<file path="src/rtl/log2_pkg.sv">
// Shared types and constants for the log2 result BCD formatter.
package log2_pkg;

  localparam int INT_DIGITS  = 5;
  localparam int FRAC_DIGITS = 4;

  typedef logic [3:0] bcd_digit_t;

  typedef enum logic [1:0] {
    IDLE      = 2'd0,
    INT_CONV  = 2'd1,
    FRAC_CONV = 2'd2,
    DONE      = 2'd3
  } fmt_state_e;

  // Double-dabble correction: a nibble >= 5 would overflow past 9 after the shift.
  function automatic bcd_digit_t dabble_adjust(input bcd_digit_t d);
    if (d >= 4'd5) begin
      return d + 4'd3;
    end else begin
      return d;
    end
  endfunction

endpackage

</file>
<file path="src/rtl/log2_bcd_fmt_if.sv">
// Handshake and data bundle between the log2 unit side and the BCD formatter.
interface log2_bcd_fmt_if #(
  parameter int INT_W       = 16,
  parameter int FRAC_W      = 16,
  parameter int INT_DIGITS  = log2_pkg::INT_DIGITS,
  parameter int FRAC_DIGITS = log2_pkg::FRAC_DIGITS
);
  logic                     start_i;
  logic [INT_W-1:0]         Ynguyen_i;
  logic [FRAC_W-1:0]        Ythapphan_i;
  logic                     busy_o;
  logic                     done_o;
  logic [4*INT_DIGITS-1:0]  int_bcd_o;
  logic [4*FRAC_DIGITS-1:0] frac_bcd_o;

  modport master (
    output start_i, Ynguyen_i, Ythapphan_i,
    input  busy_o, done_o, int_bcd_o, frac_bcd_o
  );

  modport slave (
    input  start_i, Ynguyen_i, Ythapphan_i,
    output busy_o, done_o, int_bcd_o, frac_bcd_o
  );
endinterface

</file>
<file path="src/rtl/log2_bcd_fmt_bcd_dabble_step.sv">
// One double-dabble iteration: add-3 correction on every nibble, then a 1-bit left shift.
module bcd_dabble_step
  import log2_pkg::*;
#(
  parameter int DIGITS = 5
) (
  input  logic [4*DIGITS-1:0] bcd,
  input  logic                shift_bit,
  output logic [4*DIGITS-1:0] bcd_next
);

  logic [4*DIGITS-1:0] adj;

  // Correct every nibble independently before the shift.
  always_comb begin
    adj = '0;
    for (int i = 0; i < DIGITS; i++) begin
      adj[4*i +: 4] = dabble_adjust(bcd[4*i +: 4]);
    end
  end

  assign bcd_next = {adj[4*DIGITS-2:0], shift_bit};

endmodule

</file>
<file path="src/rtl/log2_bcd_fmt.sv">
// Converts the log2 integer/fraction results to packed BCD: double-dabble for the
// integer, repeated multiply-by-10 for the truncated fraction digits.
module log2_bcd_fmt
  import log2_pkg::*;
#(
  parameter int INT_W       = 16,
  parameter int FRAC_W      = 16,
  parameter int INT_DIGITS  = log2_pkg::INT_DIGITS,
  parameter int FRAC_DIGITS = log2_pkg::FRAC_DIGITS
) (
  input logic           clk_i,
  input logic           rst_i,
  log2_bcd_fmt_if.slave bus
);

  localparam int CNT_W = $clog2(INT_W + 1);
  localparam logic [CNT_W-1:0] INT_LAST  = CNT_W'(INT_W - 1);
  localparam logic [CNT_W-1:0] FRAC_LAST = CNT_W'(FRAC_DIGITS - 1);

  fmt_state_e               state_r;
  logic [INT_W-1:0]         shift_r;
  logic [FRAC_W-1:0]        acc_r;
  logic [4*INT_DIGITS-1:0]  int_work_r;
  logic [4*FRAC_DIGITS-1:0] frac_work_r;
  logic [CNT_W-1:0]         cnt_r;
  logic                     busy_r;
  logic                     done_r;
  logic [4*INT_DIGITS-1:0]  int_bcd_r;
  logic [4*FRAC_DIGITS-1:0] frac_bcd_r;

  logic [4*INT_DIGITS-1:0]  int_next_s;
  logic [FRAC_W+3:0]        acc_wide_s;
  logic [FRAC_W+3:0]        acc10_s;
  bcd_digit_t               frac_digit_s;

  bcd_dabble_step #(.DIGITS(INT_DIGITS)) u_dabble (
    .bcd       (int_work_r),
    .shift_bit (shift_r[INT_W-1]),
    .bcd_next  (int_next_s)
  );

  // acc*10 as 8*acc + 2*acc; the top nibble is the next decimal digit.
  assign acc_wide_s   = {4'd0, acc_r};
  assign acc10_s      = (acc_wide_s << 3) + (acc_wide_s << 1);
  assign frac_digit_s = acc10_s[FRAC_W+3:FRAC_W];

  // Conversion FSM; outputs change only on DONE or reset so they never show partial values.
  always_ff @(posedge clk_i) begin
    if (!rst_i) begin
      state_r     <= IDLE;
      shift_r     <= '0;
      acc_r       <= '0;
      int_work_r  <= '0;
      frac_work_r <= '0;
      cnt_r       <= '0;
      busy_r      <= 1'b0;
      done_r      <= 1'b0;
      int_bcd_r   <= '0;
      frac_bcd_r  <= '0;
    end else begin
      done_r <= 1'b0;
      case (state_r)
        IDLE: begin
          if (bus.start_i) begin
            shift_r     <= bus.Ynguyen_i;
            acc_r       <= bus.Ythapphan_i;
            int_work_r  <= '0;
            frac_work_r <= '0;
            cnt_r       <= '0;
            busy_r      <= 1'b1;
            state_r     <= INT_CONV;
          end
        end
        INT_CONV: begin
          int_work_r <= int_next_s;
          shift_r    <= {shift_r[INT_W-2:0], 1'b0};
          if (cnt_r == INT_LAST) begin
            cnt_r   <= '0;
            state_r <= FRAC_CONV;
          end else begin
            cnt_r <= cnt_r + CNT_W'(1);
          end
        end
        FRAC_CONV: begin
          acc_r       <= acc10_s[FRAC_W-1:0];
          frac_work_r <= {frac_work_r[4*FRAC_DIGITS-5:0], frac_digit_s};
          if (cnt_r == FRAC_LAST) begin
            cnt_r   <= '0;
            busy_r  <= 1'b0;
            state_r <= DONE;
          end else begin
            cnt_r <= cnt_r + CNT_W'(1);
          end
        end
        DONE: begin
          int_bcd_r  <= int_work_r;
          frac_bcd_r <= frac_work_r;
          done_r     <= 1'b1;
          state_r    <= IDLE;
        end
        default: begin
          busy_r  <= 1'b0;
          cnt_r   <= '0;
          state_r <= IDLE;
        end
      endcase
    end
  end

  assign bus.busy_o     = busy_r;
  assign bus.done_o     = done_r;
  assign bus.int_bcd_o  = int_bcd_r;
  assign bus.frac_bcd_o = frac_bcd_r;

endmodule
</file>
<file path="src/flat_wrapper.sv">
// flat-port wrapper written by rule: the top's interface ports become plain ports
module log2_bcd_fmt_flat import log2_pkg::*;
#(
  parameter int INT_W       = 16,
  parameter int FRAC_W      = 16,
  parameter int INT_DIGITS  = log2_pkg::INT_DIGITS,
  parameter int FRAC_DIGITS = log2_pkg::FRAC_DIGITS
)
  (clk_i, rst_i, bus_start_i, bus_Ynguyen_i, bus_Ythapphan_i, bus_busy_o, bus_done_o, bus_int_bcd_o, bus_frac_bcd_o);
  log2_bcd_fmt_if #(.INT_W(INT_W), .FRAC_W(FRAC_W), .INT_DIGITS(INT_DIGITS), .FRAC_DIGITS(FRAC_DIGITS)) bus_i ();
  input logic clk_i;
  input logic rst_i;
  input wire logic [$bits(bus_i.start_i)-1:0] bus_start_i;
  input wire logic [$bits(bus_i.Ynguyen_i)-1:0] bus_Ynguyen_i;
  input wire logic [$bits(bus_i.Ythapphan_i)-1:0] bus_Ythapphan_i;
  output wire logic [$bits(bus_i.busy_o)-1:0] bus_busy_o;
  output wire logic [$bits(bus_i.done_o)-1:0] bus_done_o;
  output wire logic [$bits(bus_i.int_bcd_o)-1:0] bus_int_bcd_o;
  output wire logic [$bits(bus_i.frac_bcd_o)-1:0] bus_frac_bcd_o;
  assign bus_i.start_i = bus_start_i;
  assign bus_i.Ynguyen_i = bus_Ynguyen_i;
  assign bus_i.Ythapphan_i = bus_Ythapphan_i;
  assign bus_busy_o = bus_i.busy_o;
  assign bus_done_o = bus_i.done_o;
  assign bus_int_bcd_o = bus_i.int_bcd_o;
  assign bus_frac_bcd_o = bus_i.frac_bcd_o;
  log2_bcd_fmt #(.INT_W(INT_W), .FRAC_W(FRAC_W), .INT_DIGITS(INT_DIGITS), .FRAC_DIGITS(FRAC_DIGITS)) u_core (.clk_i(clk_i), .rst_i(rst_i), .bus(bus_i));
endmodule
</file>
<file path="config.mk">
export PLATFORM = sky130hd
export DESIGN_NAME = log2_bcd_fmt_flat
export DESIGN_NICKNAME = d
export VERILOG_FILES = /design/src/rtl/log2_pkg.sv /design/src/rtl/log2_bcd_fmt_if.sv /design/src/rtl/log2_bcd_fmt_bcd_dabble_step.sv /design/src/rtl/log2_bcd_fmt.sv /design/src/flat_wrapper.sv
export SDC_FILE = /design/constraint.sdc
export NUM_CORES = 1
export LEC_CHECK = 0
export CAP_MARGIN = 20
export CORE_ASPECT_RATIO = 0.9
export CORE_UTILIZATION = 45
export CTS_CLUSTER_SIZE = 12
export DETAILED_ROUTE_END_ITERATION = 8
export PLACE_DENSITY = 0.72
export SETUP_SLACK_MARGIN = 0.3
export SLEW_MARGIN = 10
export SYNTH_ARGS = -nofsm -noshare
export SYNTH_HDL_FRONTEND = slang
export SYNTH_SLANG_ARGS = --single-unit
</file>
<file path="constraint.sdc">
create_clock -name clk_i -period 1.9 [get_ports clk_i]
set_input_delay 0.285 -clock clk_i [delete_from_list [all_inputs] [get_ports clk_i]]
set_output_delay 0.285 -clock clk_i [all_outputs]
set_load 0.03 [all_outputs]
</file>
Yosys cells after proc, flatten, opt, wreduce, memory -nomap -nowiden

Cells that the tools add are included.
Widths: inputs -> output; s select.

Output and inout port bits: 38
Flip-flop bits (word level): 113
Word-level logic and storage cells: 64

$add $sub $neg: 7
Mux-type cells: 25
Reduce and logical (&&, ||, !) cells: 9
Eq/ne operators: 8
$lt $le $gt $ge: 5

Operators with widths:

| kind                | number |
|---|---|
| $pmux 16 s2         | 3 |
| $mux 16             | 3 |
| $pmux 20 s2         | 1 |
| $add 19x17->20      | 1 |
| $ge 4x3->1 const B  | 5 |
| $mux 20             | 1 |
| $add 4x2->4 const B | 4 |
| $mux 4              | 4 |
| $mux 5              | 3 |
| $pmux 5 s3          | 1 |
| $pmux 2 s4          | 1 |
| $mux 2              | 3 |
| $reduce_and 2->1    | 3 |
| $reduce_and 3->1    | 2 |
| $add 5x1->5 const B | 1 |
| $eq 5x2->1 const B  | 1 |
| $eq 5x4->1 const B  | 1 |
| $eq 2x2->1 const B  | 2 |
| $ne 2x1->1 const B  | 2 |
| $reduce_bool 2->1   | 2 |
| $add 3x2->3 const B | 1 |
| $mux 1              | 3 |
| $mux 3              | 1 |
| $reduce_bool 3->1   | 1 |
| other kinds (4)     | 4 |

Logic depth before layout (Yosys ltp)

Depth in word-level cells: 3
Depth in mapped cells: 10
Mapped depth without buffers: 10

By module

Synthesis repeated with hierarchy kept, for this count alone.

Cell total of the unflattened synthesis: 619
Area, all modules: 5771.8 sq um

By module, submodules not included:

| module          | area each (sq um) | cells each | instances | sequential area each (sq um) |
|---|---|---|---|---|
| log2_bcd_fmt    | 5277.6            | 542        | 1         | 2262.2 |
| bcd_dabble_step | 494.2             | 77         | 1         | 0.0 |

Worst setup path before layout

No wires, ideal clock.

Kind: register to register
Start point: register u_core.acc_r[0]
End point: register u_core.acc_r[13]
Data required time: 1.778 ns
Stages on the path, launching flop included: 9
Arrival time: 2.024 ns
Path slack: -0.246 ns
Library setup time: 0.122 ns
Cells stage by stage: dfxtp_1 ha_1 fa_1 a21o_2 a221oi_2 a21oi_2 a21boi_0 xor2_1 a21oi_1

Cells in the longest elaborated chain, start to end: 2

Ends and longest elaborated chain:

| what                   | RTL line           | RTL |
|---|---|---|
| from (decl)            | log2_bcd_fmt.sv:22 | `logic [FRAC_W-1:0] acc_r;` |
| from (signal assigned) | log2_bcd_fmt.sv:66 | `acc_r <= bus.Ythapphan_i;` |
| from (signal assigned) | log2_bcd_fmt.sv:85 | `acc_r <= acc10_s[FRAC_W-1:0];` |
| $add 19x17->20         | log2_bcd_fmt.sv:44 | `assign acc10_s = (acc_wide_s << 3) + (acc_wide_s << 1);` |
| $pmux 16 s2            | log2_bcd_fmt.sv:62 | `case (state_r)` |

Every way passes these cells.
A chain may end at the register's enable or synchronous reset.

Final worst setup path

Start point: register u_core.acc_r[0]
End point: register u_core.acc_r[15]

The elaborated chain is that of the path after synthesis.

==> results.yml <==
timing:
  finClkSkew_ps: 5.56
  max_clock_freq_mhz: 464
  hold_violations: 0
  rsz0062_at_grt: "true"
  finalCriticalPeriod_ps: 2160
  setup_viol: 9
  worst_slew_pin_slew_ps: 468
  fin_ws_ps: -257
  finalCritPeriodShare: 1.14
  maxSlewHeadroom: 0.688
  tns_ps: -1380
  slew_viol_final: 0
  hold_slack_ps: 350
synth:
  avgSynthCellArea_um2: 9.36
  syn_inst: 609
  synth_edf_count: 0
  seq_area_frac_synth: 0.397
  yosys.area_share.simple: 0.161
  synth_fp_nets: 677
  synth_fa_ha_area_frac: 0.0738
  synth_top_family_by_area: "compound AO/OA/AOI/OAI gates"
  synth.mux.area_fraction: 0.102
  syn_area_um2: 5700
  synth_top_flop_cell: "dfxtp_1"
  yosys.area_share.xor_xnor: 0.0323
  synth_compound_area_frac: 0.194
  synth-seq-cells: 113
  ys.warnings.count: 0
  synthArstFlopShare: 0
  synth.distinct_cells: 53
cells_and_area:
  layout-drive-gt1-share: 0.240
  antenna_cells: 0
  area_growth_pct: 42.7
  nNetsFinal: 798
  fin_cells: 903
  mostFrequentLayoutCells: "101 x dfxtp_1, 67 x nor2b_1, 58 x mux2i_1"
  finish.utilization: 0.665
  mostFrequentLayoutCell: "dfxtp_1"
run_status:
  violations: "setup timing"
  status: "complete, but fails checks"
route:
  firstDrtPassIters: 5
  routed_wirelength_mm: 14.5
  routed_via_density: 5.38
  drtIter0Drc: 279
  drcViolationCount: 0
  ant_nets: 0
  wl_per_cell_um: 16.0
  vias: 4861
clock_tree:
  cts_tree: "built"
  cts.sinks: 113
  htreeDepth: 4
  cts_root_buf: "clkbuf_16"
  clkTransAtPathRegs_ps: 50
  cts_buffers: 17
  cts.path.max_buffers: 2
  worstSkewPairLatency_ps: 410
floorplanning:
  rows: 38
  die_h_um: 109
  start_util: 0.466
  ioPinCount: 73
  dieArea_um2: 13100
  chipWidth_um: 121
  coreArea_um2: 12200
global_routing:
  grt.overflow.total: 0
  grt_pass1_wl_mm: 22.9
  grt_use_total: 0.221
  grt_max_degree: 60
  grt_pass1_vias: 4843
  grt_antenna_before_repair: 0
critical_path:
  cp.required_ps: 2200
  cp.arrival_ps: 2460
  endpoint_kind: "flop"
  crit_type: "flop to flop"
  worstPathMaxFanout: 3
  start_kind: "flop"
placement:
  dp.cells: 842
  place_ws_ps: -256
  dpl.hpwl_mm: 8.78
  gp_congestion: 0.879
  place.port_buffers: 72
pwr:
  p_per_area_nw_per_um2: 1380
  peakVddDrop_mv: 0.705
  cellLeakagePower_nw: 3.30
run:
  cap_violations: 0
min_path:
  hold_class: "input pin to flop"
[area by class of cell]
type,instances,area (µm²)
inverters,19,76.3
repair buffers,136,1330
clock buffers,22,484
well taps,160,200
multi-input cells,443,3620
clock inverters,10,131
flip-flops and latches,113,2290
fillers,926,4090
[worst paths after layout]
path                             startpoint                              to  slack [ps]  depth (start not counted)
max            u_core.acc_r[0]$_SDFFE_PN0P_   u_core.acc_r[15]$_SDFFE_PN0P_        -260                          8
min                                   rst_i    u_core.acc_r[6]$_SDFFE_PN0P_         350                          2
max reg2reg    u_core.acc_r[0]$_SDFFE_PN0P_   u_core.acc_r[15]$_SDFFE_PN0P_        -260                          8
min reg2reg  u_core.shift_r[0]$_SDFFE_PN0P_  u_core.shift_r[0]$_SDFFE_PN0P_         460                          2
[cells by family after synthesis]
logic type,after synthesis
fa+ha+maj,33
flops,113
compound gates,158
xor+xnor,21
simple gates,173
mux,58
buf+inv,53
[flip-flops by register name (all words and copies together), names as in the netlist, 2 cells and up]
| register | cells |
|---|---|
| u_core.state_r | 2 |
| u_core.int_work_r | 20 |
| u_core.acc_r | 16 |
| u_core.bus.frac_bcd_o | 16 |
| u_core.cnt_r | 5 |
| u_core.shift_r | 16 |
| u_core.bus.int_bcd_o | 20 |
| u_core.frac_work_r | 16 |
[metal layers]
| layer | part of all wire | global-route usage | up-vias |
|---|---|---|---|
| met2 | 0.51 | 0.383 | 102 |
| li1 | - | - | 2401 |
| met3 | 0.039 | 0.0591 | 23 |
| met4 | 0.017 | 0.0873 | 0 |
| met1 | 0.43 | 0.262 | 2335 |
| met5 | 0 | 0 | - |
[what timing repair did]
action                     in CTS  in global routing
setup endpoints to repair     107                 56
hold buffers                    0                  0
pin swaps                      43                 21
gates cloned                    0                  2
setup buffers                  19                  8
resized for setup              84                 54
[stage by stage]
stage	instance area (µm²)	total power [mW]
after floorplan	5850	5.55
after global placement	6930	6.59
after detailed placement	6930	6.71
after CTS	7840	10.6
after global routing	8130	11.8
final	8130	11.2
[power by group]
part | switching, mW | internal [mW]
registers | 0.306 | 2.74
logic | 2.46 | 2.42
clock network | 1.09 | 2.19
total | 3.86 | 7.34
[synth_stat cells (3+ instances only)]
cell | count | area, µm²
o211a_1 | 21 | 210
a22oi_1 | 24 | 180
o21ai_0 | 33 | 165
nor2b_1 | 69 | 432
xor2_1 | 8 | 70.1
nand3_1 | 14 | 70.1
dfxtp_1 | 113 | 2260
nor2_1 | 8 | 30.0
nand2_1 | 50 | 188
mux2i_1 | 58 | 581
ha_1 | 32 | 400
buf_2 | 10 | 50.1
nand2b_1 | 8 | 50.1
a21o_1 | 5 | 37.5
xnor2_1 | 13 | 114
a21oi_1 | 31 | 155
nor3_1 | 10 | 50.1
inv_1 | 19 | 71.3
o221ai_1 | 3 | 26.3
o21a_1 | 5 | 37.5
clkbuf_1 | 22 | 82.6
a21boi_0 | 13 | 97.6
and2_1 | 4 | 25.0
[critical path: stages (launching register included)]
cell and delay [ps]:
dfxtp_2 330, ha_4 160, fa_2 380, a21o_4 230
a221oi_4 310, a21oi_2 150, a31oi_2 230, xnor2_1 160
a21oi_1 90
(Power assumes the default switching activity.)
==> patch 1, RTL diff (config.mk and constraints unchanged) <==
The 4 states of `fmt_state_e` get a one-hot encoding in 4 bits.
--- a/src/rtl/log2_pkg.sv
+++ b/src/rtl/log2_pkg.sv
@@ -8,7 +8,7 @@
 
-  typedef enum logic [1:0] {
-    IDLE      = 2'd0,
-    INT_CONV  = 2'd1,
-    FRAC_CONV = 2'd2,
-    DONE      = 2'd3
+  typedef enum logic [3:0] {
+    IDLE      = 4'b0001,
+    INT_CONV  = 4'b0010,
+    FRAC_CONV = 4'b0100,
+    DONE      = 4'b1000
   } fmt_state_e;
Check against the original RTL: same outputs for any inputs over 10 cycles, from zero or initial values and one cycle with rst_i low; not proved beyond that.
==> patch 1 against the original RTL <==
- maximum frequency up 4.4%
- clock skew is 0.0017 ns higher
- sequential cell count increased by 2
- critical endpoint is now u_core.acc_r[13]
- cell area is 0.82% lower
- worst setup slack improved by 0.091 ns
- the run still ends with setup timing left
- wire length rose by 9.7%
- critical path type unchanged
- highest routed layer unchanged
- largest cell class unchanged
- critical path depth unchanged
- final cell count up 7.5%
- synthesized area down 0.92%
- via count is 12% higher
Power is not compared: it rests on default switching activity, and its combinational part moved more than twofold at a synthesized area within 25%.
==> patch 1: results (changes against the original RTL) <==
\begin{tabular}{lr}
\hline
Metric & Value \\
\hline
\multicolumn{2}{l}{\textbf{Finish}} \\
Fin nets & 861 (was 798) \\
Fraction of area in non-clock buffers & 0.172 (was 0.163) \\
Plain + repair buffers & 144 (was 136) \\
Finished Layout Cells & 971 (was 903) \\
Clock buffers & 23 (was 22) \\
Area of the multi-input gates & 0.00346 sq mm (was 0.00362 sq mm) \\
Fraction of layout instances using a drive strength above 1 & 0.208 (was 0.240) \\
\multicolumn{2}{l}{\textbf{Outcome}} \\
Violated checks & setup timing (unchanged) \\
Outcome & finished with violations (unchanged) \\
\multicolumn{2}{l}{\textbf{Place}} \\
Pre-CTS worst setup slack & -0.275 ns (was -0.256 ns) \\
DP HPWL & 9530 um (was 8780 um) \\
Final weighted congestion in routability-driven placement & 0.858 (was 0.879) \\
\multicolumn{2}{l}{\textbf{Routing}} \\
Detailed-route via count & 5448 (was 4861) \\
Starting DRC count in detailed routing & 391 (was 279) \\
\multicolumn{2}{l}{\textbf{STA}} \\
Number of failing setup endpoints in the final timing report & 9 (unchanged) \\
Worst Slack Setup Final & -0.167 ns (was -0.257 ns) \\
Layout Skew & 0.00731 ns (was 0.00556 ns) \\
Final total negative setup slack & -0.908 ns (was -1.38 ns) \\
\multicolumn{2}{l}{\textbf{GRT}} \\
Wire length of the first global-routing pass & 24000 um (was 22900 um) \\
Largest net degree at the start of global routing & 43 (was 60) \\
GRT Util Overall & 0.233 (was 0.221) \\
\multicolumn{2}{l}{\textbf{Setup path}} \\
Critical register-to-register path endpoint & u\_core.acc\_r[13] (was u\_core.acc\_r[15]) \\
Timing endpoint of the critical path & u\_core.acc\_r[13] (was u\_core.acc\_r[15]) \\
\multicolumn{2}{l}{\textbf{Logic synthesis}} \\
Most common library cells after synthesis & sky130\_fd\_sc\_hd\_\_nand2\_1 (140), sky130\_fd\_sc\_hd\_\_dfxtp\_1 (115), sky130\_fd\_sc\_hd\_\_a21boi\_0 (67) (was sky130\_fd\_sc\_hd\_\_dfxtp\_1 (113), sky130\_fd\_sc\_hd\_\_nor2b\_1 (69), sky130\_fd\_sc\_hd\_\_mux2i\_1 (58)) \\
Synthesized net count & 740 (was 677) \\
\multicolumn{2}{l}{\textbf{Hold path}} \\
Worst Hold End & u\_core.acc\_r[3] (was u\_core.acc\_r[6]) \\
\hline
\end{tabular}
## patch 1: cell count changes in the layout (fill, tap and decap cells not counted), moves of 14 or more
cell	delta
sky130_fd_sc_hd__nand2_1	+92
sky130_fd_sc_hd__mux2i_1	-56
sky130_fd_sc_hd__nor2_1	+15
sky130_fd_sc_hd__a21boi_0	+47
sky130_fd_sc_hd__o211a_1	-14
sky130_fd_sc_hd__nand3_1	+22
sky130_fd_sc_hd__nor2b_1	-50
## patch 1: routing by layer
| layer | wire, um | track usage | vias to the layer above |
|---|---|---|---|
| li1 | - | - | 2613 |
| met2 | 7890 | 0.404 | 177 |
| met1 | 6780 | 0.276 | 2623 |
| met5 | 0 | 0 | - |
| met3 | 806 | 0.0601 | 35 |
| met4 | 395 | 0.0938 | 0 |
## patch 1: what timing repair did
action,4_1_cts,5_1_grt
setup endpoints to repair,119,69
gates resized for setup,78,68
hold buffers,0,0
gates cloned,2,3
pin swaps,17,26
buffers inserted,7,12
## patch 1: critical path: stages, from the launching register on
cell and delay (ns):
sky130_fd_sc_hd__dfxtp_2 0.34, sky130_fd_sc_hd__ha_4 0.16, sky130_fd_sc_hd__fa_2 0.35, sky130_fd_sc_hd__a21o_1 0.20
sky130_fd_sc_hd__a221oi_4 0.31, sky130_fd_sc_hd__o311ai_1 0.12, sky130_fd_sc_hd__a21oi_1 0.20, sky130_fd_sc_hd__xor2_1 0.18
sky130_fd_sc_hd__a21oi_1 0.08
## patch 1: cell families (layout without fill, tap and decap cells)
group / Yosys count / after routing / share of synthesized area
AOI/OAI and AO/OA: 196 / 196 / 0.246
and+or+nand+nor: 255 / 255 / 0.206
xor gates and xnor gates: 21 / 21 / 0.0326
muxes: 2 / 2 / 0.00355
buffers and inverters: 60 / 194 / 0.0408
DFF: 115 / 115 / 0.408
adders and majority gates: 28 / 28 / 0.0634
==> patch 2, RTL diff (config.mk and constraints unchanged) <==
Made on the original files. Set the package constant `FRAC_DIGITS` to 5 (it was 4).
--- a/src/rtl/log2_pkg.sv
+++ b/src/rtl/log2_pkg.sv
@@ -4,3 +4,3 @@
   localparam int INT_DIGITS  = 5;
-  localparam int FRAC_DIGITS = 4;
+  localparam int FRAC_DIGITS = 5;
 
Interface: changed (resized bus_frac_bcd_o); port bits go from 73 to 77. No check against the original RTL was run, so the function may have changed too.
==> patch 2 against the original RTL <==
- the run still ends with setup timing left
- worst setup slack improved by 0.089 ns
- cell area increased by 3.8%
- non-clock buffer count increased by 9
- combinational power increased by 23%
- maximum frequency increased by 4.3%
- total power increased by 14%
- sequential cell count increased by 8
- critical path type unchanged
- wire length increased by 10%
- clock power increased by 4%
- sequential power increased by 8.2%
- synthesized area increased by 2.1%
- final cell count increased by 5.6%
- hold slack improved by 0.12 ns
==> patch 2: results (changes against the original RTL) <==
\begin{tabular}{lr}
\hline
Metric & Value \\
\hline
\multicolumn{2}{l}{\textbf{GRT}} \\
Largest net degree at the start of global routing & 47 (was 60) \\
Met1 usage & 0.283 (was 0.262) \\
Met2 Track Usage GR & 0.395 (was 0.383) \\
GRT Util Overall & 0.233 (was 0.221) \\
Vias in the first global route & 5100 (was 4843) \\
\multicolumn{2}{l}{\textbf{STA}} \\
Worst Slack Setup Final & -0.168 ns (was -0.257 ns) \\
Number of failing setup endpoints in the final timing report & 7 (was 9) \\
Worst Hold Margin & 0.468 ns (was 0.350 ns) \\
Layout Skew & 0.00772 ns (was 0.00556 ns) \\
Relative slew slack & 0.747 (was 0.688) \\
\multicolumn{2}{l}{\textbf{Routing}} \\
Met2 routed wirelength & 7900 um (was 7420 um) \\
Detailed-route via count & 5403 (was 4861) \\
WL met3 & 717 um (was 559 um) \\
Mean routed wirelength per cell & 16.7 um (was 16.0 um) \\
Starting DRC count in detailed routing & 298 (was 279) \\
Metal-1 WL & 6860 um (was 6250 um) \\
\multicolumn{2}{l}{\textbf{Logic synthesis}} \\
Most common library cells after synthesis & sky130\_fd\_sc\_hd\_\_dfxtp\_1 (121), sky130\_fd\_sc\_hd\_\_nor2\_1 (107), sky130\_fd\_sc\_hd\_\_mux2i\_1 (68) (was sky130\_fd\_sc\_hd\_\_dfxtp\_1 (113), sky130\_fd\_sc\_hd\_\_nor2b\_1 (69), sky130\_fd\_sc\_hd\_\_mux2i\_1 (58)) \\
Fraction of synthesized cell area in xor and xnor cells & 0.0271 (was 0.0323) \\
Share of the synthesized area in compound gates (AO/OA/AOI/OAI) & 0.174 (was 0.194) \\
Adder and majority cell fraction of the synthesized area & 0.0723 (was 0.0738) \\
Synthesized net count & 716 (was 677) \\
\multicolumn{2}{l}{\textbf{Outcome}} \\
Outcome & finished with violations (unchanged) \\
Violated checks & setup timing (unchanged) \\
\multicolumn{2}{l}{\textbf{Finish}} \\
Fraction of layout instances using a drive strength above 1 & 0.259 (was 0.240) \\
Fin nets & 845 (was 798) \\
Fill cells & 986 (was 926) \\
\multicolumn{2}{l}{\textbf{Place}} \\
DP HPWL & 9380 um (was 8780 um) \\
Number of buffers added on ports & 76 (was 72) \\
Inst Count DP & 892 (was 842) \\
Placement-stage cell area & 0.00706 sq mm (was 0.00693 sq mm) \\
\multicolumn{2}{l}{\textbf{Hold path}} \\
Worst Hold End & u\_core.shift\_r[0] (was u\_core.acc\_r[6]) \\
Worst Hold Class & flip-flop to flip-flop (was input pin to flip-flop) \\
\multicolumn{2}{l}{\textbf{Power and ir drop}} \\
Worst vdd rail ir drop & 876 uV (was 705 uV) \\
Flop+latch power & 3.29 mW (was 3.04 mW) \\
Leak Pwr & 3.34 nW (was 3.30 nW) \\
\multicolumn{2}{l}{\textbf{Setup path}} \\
Timing endpoint of the critical path & u\_core.frac\_work\_r[1] (was u\_core.acc\_r[15]) \\
\hline
\end{tabular}
[patch 2: cell types whose count changed after synthesis, moves of 8 or more]
cell,unedited run,this run
sky130_fd_sc_hd__o21ai_0,33,22
sky130_fd_sc_hd__dfxtp_1,113,121
sky130_fd_sc_hd__a21boi_0,13,0
sky130_fd_sc_hd__o211a_1,21,0
sky130_fd_sc_hd__nand2_1,50,27
sky130_fd_sc_hd__a211oi_1,2,24
sky130_fd_sc_hd__a21oi_1,31,43
sky130_fd_sc_hd__nor2b_1,69,3
sky130_fd_sc_hd__mux2i_1,58,68
sky130_fd_sc_hd__nor2_1,8,107
[patch 2: layout make-up]
type / instances / area [sq um] / area share
Clock inverter: 6 / 108 / 0.0127
Multi-Input combinational cell: 471 / 3670 / 0.434
Tap cell: 164 / 205 / 0.0243
Timing Repair Buffer: 145 / 1390 / 0.164
Sequential cell: 121 / 2460 / 0.292
Inverter: 21 / 85.1 / 0.0101
Clock buffer: 26 / 529 / 0.0627
